## src/rtl/cpu_state_sequencer.sv

```systemverilog
// Multicycle FETCH/DECODE/EXEC1/EXEC2 sequencer with Avalon stall hold and halt detection.
// Optional stall timeout abort is enabled by defining STATE_SEQ_TIMEOUT_EN.
module cpu_state_sequencer #(
    parameter int unsigned STALL_LIMIT = 255
) (
    input  logic        clk,
    input  logic        reset,
    input  logic        waitrequest,
    input  logic        memread,
    input  logic        memwrite,
    input  logic [5:0]  opcode,
    input  logic [31:0] pc_next,
    output logic [3:0]  state,
    output logic        active,
    output logic        mem_done,
    output logic [31:0] cycle_count,
    output logic        error
);

    typedef enum logic [3:0] {
        StHalt   = 4'd0,
        StFetch  = 4'd1,
        StDecode = 4'd2,
        StExec1  = 4'd3,
        StExec2  = 4'd4
    } state_e;

    state_e      state_q, state_d;
    logic        active_q, active_d;
    logic [31:0] cycle_count_q, cycle_count_d;

    logic mem_req;
    logic stall;
    logic mem_phase;
    logic opcode_legal;
    logic timeout;

    assign mem_req      = memread | memwrite;
    assign stall        = mem_req & waitrequest;
    assign mem_phase    = state_q inside {StFetch, StExec1, StExec2};
    assign mem_done     = mem_phase & mem_req & ~waitrequest;
    assign opcode_legal = opcode inside {6'b000000, 6'b100011, 6'b101011,
                                         6'b000100, 6'b000010, 6'b000011};

`ifdef STATE_SEQ_TIMEOUT_EN
    localparam logic [31:0] StallMax = 32'(STALL_LIMIT);

    logic [31:0] stall_cnt_q, stall_cnt_d;
    logic        error_q, error_d;

    // Only stalls in a memory-access state can hold the sequencer, so only those count.
    assign timeout = mem_phase & stall & (stall_cnt_q == StallMax - 32'd1);

    always_comb begin
        stall_cnt_d = '0;
        if (mem_phase && stall) begin
            stall_cnt_d = (stall_cnt_q == StallMax) ? stall_cnt_q : stall_cnt_q + 32'd1;
        end
        error_d = error_q | timeout;
    end

    always_ff @(posedge clk) begin
        if (reset) begin
            stall_cnt_q <= '0;
            error_q     <= 1'b0;
        end else begin
            stall_cnt_q <= stall_cnt_d;
            error_q     <= error_d;
        end
    end

    assign error = error_q;
`else
    logic unused_stall_limit;

    assign unused_stall_limit = ^(32'(STALL_LIMIT));
    assign timeout            = 1'b0;
    assign error              = 1'b0;
`endif

    always_comb begin
        state_d = state_q;
        case (state_q)
            StHalt:   state_d = StHalt;
            StFetch:  if (!stall) state_d = StDecode;
            StDecode: state_d = opcode_legal ? StExec1 : StHalt;
            StExec1:  if (!stall) state_d = StExec2;
            StExec2: begin
                if (!stall) state_d = (pc_next == '0) ? StHalt : StFetch;
            end
            default:  state_d = StHalt;
        endcase
        if (timeout) begin
            state_d = StHalt;
        end

        active_d = (state_d != StHalt);

        cycle_count_d = cycle_count_q;
        if (state_q != StHalt && cycle_count_q != '1) begin
            cycle_count_d = cycle_count_q + 32'd1;
        end
    end

    always_ff @(posedge clk) begin
        if (reset) begin
            state_q       <= StFetch;
            active_q      <= 1'b1;
            cycle_count_q <= '0;
        end else begin
            state_q       <= state_d;
            active_q      <= active_d;
            cycle_count_q <= cycle_count_d;
        end
    end

    assign state       = state_q;
    assign active      = active_q;
    assign cycle_count = cycle_count_q;

endmodule

```

## config.mk

```make
export PLATFORM = sky130hd
export DESIGN_NAME = cpu_state_sequencer
export DESIGN_NICKNAME = d
export VERILOG_FILES = /design/src/rtl/cpu_state_sequencer.sv
export SDC_FILE = /design/constraint.sdc
export NUM_CORES = 1
export LEC_CHECK = 0
export CORE_MARGIN = 5
export CORE_UTILIZATION = 43
export CTS_CLUSTER_SIZE = 25
export DETAILED_ROUTE_END_ITERATION = 16
export PLACE_DENSITY = 0.87
export SYNTH_ARGS = -nofsm -noshare
export SYNTH_HDL_FRONTEND = slang
export SYNTH_SLANG_ARGS = --single-unit
export TNS_END_PERCENT = 10
```

## constraint.sdc

```tcl
create_clock -name clk -period 2.64 [get_ports clk]
set_clock_uncertainty 0.2 [all_clocks]
set_input_delay 0.792 -clock clk [delete_from_list [all_inputs] [get_ports clk]]
set_output_delay 0.792 -clock clk [all_outputs]
set_load 0.01 [all_outputs]
```

Yosys cells after proc, flatten, opt, wreduce, memory -nomap -nowiden. Index checks and enable logic that the tools add are counted.

Bits in registers: 37. Input port bits: 43. Output and inout bits: 39. Logic and storage cells: 32.

$add $sub $neg: 1. Eq/ne operators: 10. Multiplexer cells: 6. Bitwise logic cells: 5. Reduce and logical (&&, ||, !) cells: 7.

Operator list (number): 32-bit by 1-bit adder with 32-bit output (second input constant) (1); 32-bit zero test (1); 32-bit inequality test (second input constant) (1); 4-bit one-hot mux with 4 select lines (1); 6-bit by 2-bit equality test with 1-bit output (second input constant) (2); 6-bit equality test (second input constant) (2); 4-bit 2-to-1 mux (3); 4-bit by 2-bit equality test with 1-bit output (second input constant) (2); 4-bit nonzero test (2); 6-bit by 3-bit equality test with 1-bit output (second input constant) (1); 6-bit zero test (1); 6-bit nonzero test (1); 4-bit by 1-bit equality test with 1-bit output (second input constant) (1); 4-bit by 3-bit equality test with 1-bit output (second input constant) (1); 1-bit bitwise AND (3); 3-bit nonzero test (1); 2-bit 2-to-1 mux (1); 1-bit logical AND (1); 1-bit 2-to-1 mux (1); 1-bit NOT (1); 1-bit OR (1).

Logic depth before layout (Yosys ltp).
Depth after elaboration: 5. Depth in mapped cells: 8. Depth with buffers taken out: 6.

Least setup slack after synthesis. Ideal clock, no wire load.

Kind: register -> register. From: register cycle_count_q[0] (netlist: cycle_count[0]). To: register cycle_count_q[8] (netlist: cycle_count[8]). Library setup time: 0.070 ns. Arrival: 1.989 ns. Required time: 2.370 ns. Setup slack: 0.381 ns. Cell stages (with the launch flop): 9. Path buffers: 2. Clock period less this slack: 2.259 ns. Cells stage by stage: dfxtp_1 > ha_1 > and3_1 > and4_1 > clkbuf_1 > a31o_2 > clkbuf_1 > or3_1 > a21oi_1.

Longest elaborated chain between the ends: 2. Elaborated cells on any way between the ends: 3. Those cells by class: 1 x add/sub; 1 x eq/ne; 1 x reduce/logical.

RTL lines: from (decl) (line 30) `logic [31:0] cycle_count_q, cycle_count_d;`; from (signal assigned) (line 113) `cycle_count_q <= cycle_count_d;`; parallel branches: the longest is 2 deep, another holds 32-bit by 1-bit adder with 32-bit output.

Parallel ways; which one is timed is not known. A chain may end at the register's enable or synchronous reset.

Final worst setup path.
From: input port waitrequest. To: output port mem_done.

Longest elaborated chain between the ends: 2.

RTL lines: from (decl) (line 8) `input logic waitrequest,`; 1-bit NOT (line 41) `assign mem_done = mem_phase & mem_req & ~waitrequest;`; 1-bit bitwise AND (line 41); to (decl) (line 15) `output logic mem_done,`.

Every way passes these cells.

==> out/metrics.cfg <==
[critical_path]
worst-path-buf-inv = 2
crit_arrival_ns = 1.52
reg2reg_depth = 6
crit_path_start_kind = primary input
crit_path_top_delay_cell = clkdlybuf4s50_1
crit_path_end = mem_done
r2r_end = cycle_count[20]$_SDFFE_PP0P_
cp_max_fo = 2
criticalPathCategory = primary input to primary output
cp_num_cells = 3
crit_path_start = waitrequest
reg2reg_from = cycle_count[1]$_SDFFE_PP0P_
worstPathCellList = clkdlybuf4s50_1, nor3_2, buf_2
cp.required_ns = 1.65
setup.worst_path.end_class = primary output
max_stage_delay_ns = 0.44
r2r_slack_ns = 0.20
crit_family = buffers and inverters

[worst_hold_path]
min_path_type = flip-flop to flip-flop

[clocking]
cts_tree = done
clock_latency_ns = 0.29
clkSinkCount = 37
cts_setup_buffers = 0
cts_max_path_buffers = 2
h-tree-depth = 2
root_buffer = clkbuf_8
clkTransAtPathRegs_ns = 0.07
cts_made_buffers = 5

[yosys]
synth-adder-area-share = 0.00630
synth-seq-cells = 37
synth-compound-area-share = 0.163
yosys_warnings = 0
post_synth_mux_area_share = 0.0227
synth_xor_area_frac = 0.0264
synth.avg_cell_area_um2 = 8.08
syn_area_um2 = 1990
synth_top_area_cell = dfxtp_1
async_flop_share = 0
ys_types = 42
synth_top_area_share = 0.373
yosys-top-cells-area = dfxtp_1, a21oi_1, nand2_1
synth_edf_count = 0
syn_inst = 246
ys_seq_area_frac = 0.373
synthTopCellsByCount = dfxtp_1, nand2_1, a21oi_1, nor2_1, nand4_1
synth-main-ff-cell = dfxtp_1
synth_top_family_by_area = simple AND/OR/NAND/NOR gates
synth-simple-area-share = 0.383
yosysMostFrequentCell = dfxtp_1

[pwr]
total_power_uw = 1160
p_leak_uw = 0.00101
max-vdd-ir-drop_mv = 0.283
power_density_nw_per_um2 = 382

[drt]
antenna_left = 0
routedWlPerCell_um = 14.9
wl_met2_um = 3080
routed_wl_um = 5840
met3_length_um = 370
highest_layer = met4
drtIter0Drc = 154
num_vias = 2291
drtPass1Iterations = 4
met1_length_um = 2310
drc = 0
viasPerCell = 5.83

[cells_and_area]
final_nets = 384
syn2layout_area_growth_pct = 53.1
antenna_cells = 0
drive_above_1_share = 0.120
finalCoreUtilization = 0.689

[sta]
maxSlewHeadroom = 0.604
hold_viol = 0
slew_viol_final = 0
worstMarginPinSlew_ns = 0.592
finalSetupViolations = 0
min_period_over_period = 0.953
whs_ns = 0.309
finalWorstSetupSlack_ns = 0.123
post-route-min-period_ns = 2.52
fmax_mhz = 397
grt_setup_unrepaired = no

[status]
status = complete, no violations

[floorplan]
dieArea_um2 = 6080
io_pins = 82
core_um2 = 4410
start_util = 0.450
dieHeight_um = 78.0
core.rowCount = 24
die_x_um = 78.0

[placement]
pre_cts_slack_ns = -0.409
hpwl_um = 4550
io_buffers = 80
routabilityCongestion = 0.835

[global_routing]
grt_pass1_vias = 2258
grt_max_degree = 45
grt.total_usage = 0.193
antenna_found_initial = 0
grt_pass1_wl_um = 9780
grt_overflow = 0

[run]
cap_viol_max_count = 0

==> worst min-delay path by stage <==
| stage | start | endpoint | cells past startpoint | slack, ns |
|---|---|---|---|---|
| after floorplan | cycle_count[31]$_SDFFE_PP0P_ | cycle_count[31]$_SDFFE_PP0P_ | 2 | 0.31 |
| after global routing | cycle_count[23]$_SDFFE_PP0P_ | cycle_count[23]$_SDFFE_PP0P_ | 2 | 0.32 |
| after CTS | cycle_count[23]$_SDFFE_PP0P_ | cycle_count[23]$_SDFFE_PP0P_ | 2 | 0.31 |
| after global placement | cycle_count[31]$_SDFFE_PP0P_ | cycle_count[31]$_SDFFE_PP0P_ | 2 | 0.28 |
| final | cycle_count[31]$_SDFFE_PP0P_ | cycle_count[31]$_SDFFE_PP0P_ | 2 | 0.31 |
| after detailed placement | cycle_count[23]$_SDFFE_PP0P_ | cycle_count[23]$_SDFFE_PP0P_ | 2 | 0.29 |
==> sequential cells by signal, summed over array words and instances (netlist names) <==
| name | cells |
|---|---|
| active | 1 |
| cycle_count | 32 |
| state | 4 |
==> layout make-up <==
type                    instances  area [um^2]
fillers                       361         1370
multi-input cells             199         1210
clock buffers                   7         96.3
inverters                       2         7.51
flip-flops and latches         37          741
well taps                      52         65.1
clock inverters                 1         5.00
repair buffers                 95          918
==> report_power, final <==
| group | internal, uW | switching (uW) |
|---|---|---|
| logic | 97.7 | 57.3 |
| registers | 567 | 7.32 |
| clock network | 236 | 198 |
| total | 901 | 262 |
==> worst reg2reg max path, delay by kind of cell, from the launching register on <==
family,cells,cell delay (ns)
AOI/OAI and AO/OA,1,0.39
adders and majority gates,1,0.25
and+or+nand+nor,3,0.72
DFF,1,0.41
muxes,1,0.37
==> through the flow <==
step / cell area, um^2 / TNS, ns / std cells
global placement: 2940 / -0.360 / 385
finish: 3040 / 0 / 393
global route: 3040 / 0 / 393
detailed placement: 2940 / -0.409 / 385
floorplan: 1990 / 0 / 247
CTS: 3040 / 0 / 393
==> repair_timing <==
| item | 4_1_cts | 5_1_grt |
|---|---|---|
| gates resized for setup | 8 | 0 |
| hold buffers | 0 | 0 |
| endpoints found under the setup margin | 1 | 0 |
==> cell families after synthesis <==
logic type / after synthesis
and+or+nand+nor: 132
xor gates and xnor gates: 6
DFF: 37
AOI/OAI and AO/OA: 54
buffers and inverters: 11
other: 1
muxes: 4
adders and majority gates: 1
==> layout by cell type, fill, tap and decap left out, types with 2 or more instances in the layout <==
cell type / instances
or2_2: 3
or4_1: 11
dlygate4sd2_1: 2
dfxtp_1: 37
o31ai_1: 8
or3_1: 8
inv_1: 2
nand3_1: 9
nor3_2: 2
a31o_2: 4
xor2_1: 4
a31oi_1: 2
and4_1: 2
nor4b_1: 2
conb_1: 2
clkbuf_8: 7
nor2_1: 16
mux2_2: 4
clkdlybuf4s50_1: 77
a21oi_1: 22
nor3b_1: 2
nor4_2: 2
nor2b_1: 8
nor3_1: 3
xnor2_1: 2
nand4b_1: 2
buf_4: 14
and3_1: 2
nor4_1: 12
nand4_1: 15
o21ai_0: 13
nand2b_1: 2
nand2_1: 26
==> routing by layer <==
layer  GRT usage  up-vias
met5           0        -
li1            -     1127
met3      0.0301        5
met1       0.217     1082
met4      0.0845        0
met2       0.355       77
Power figures use the tool's default switching activity.
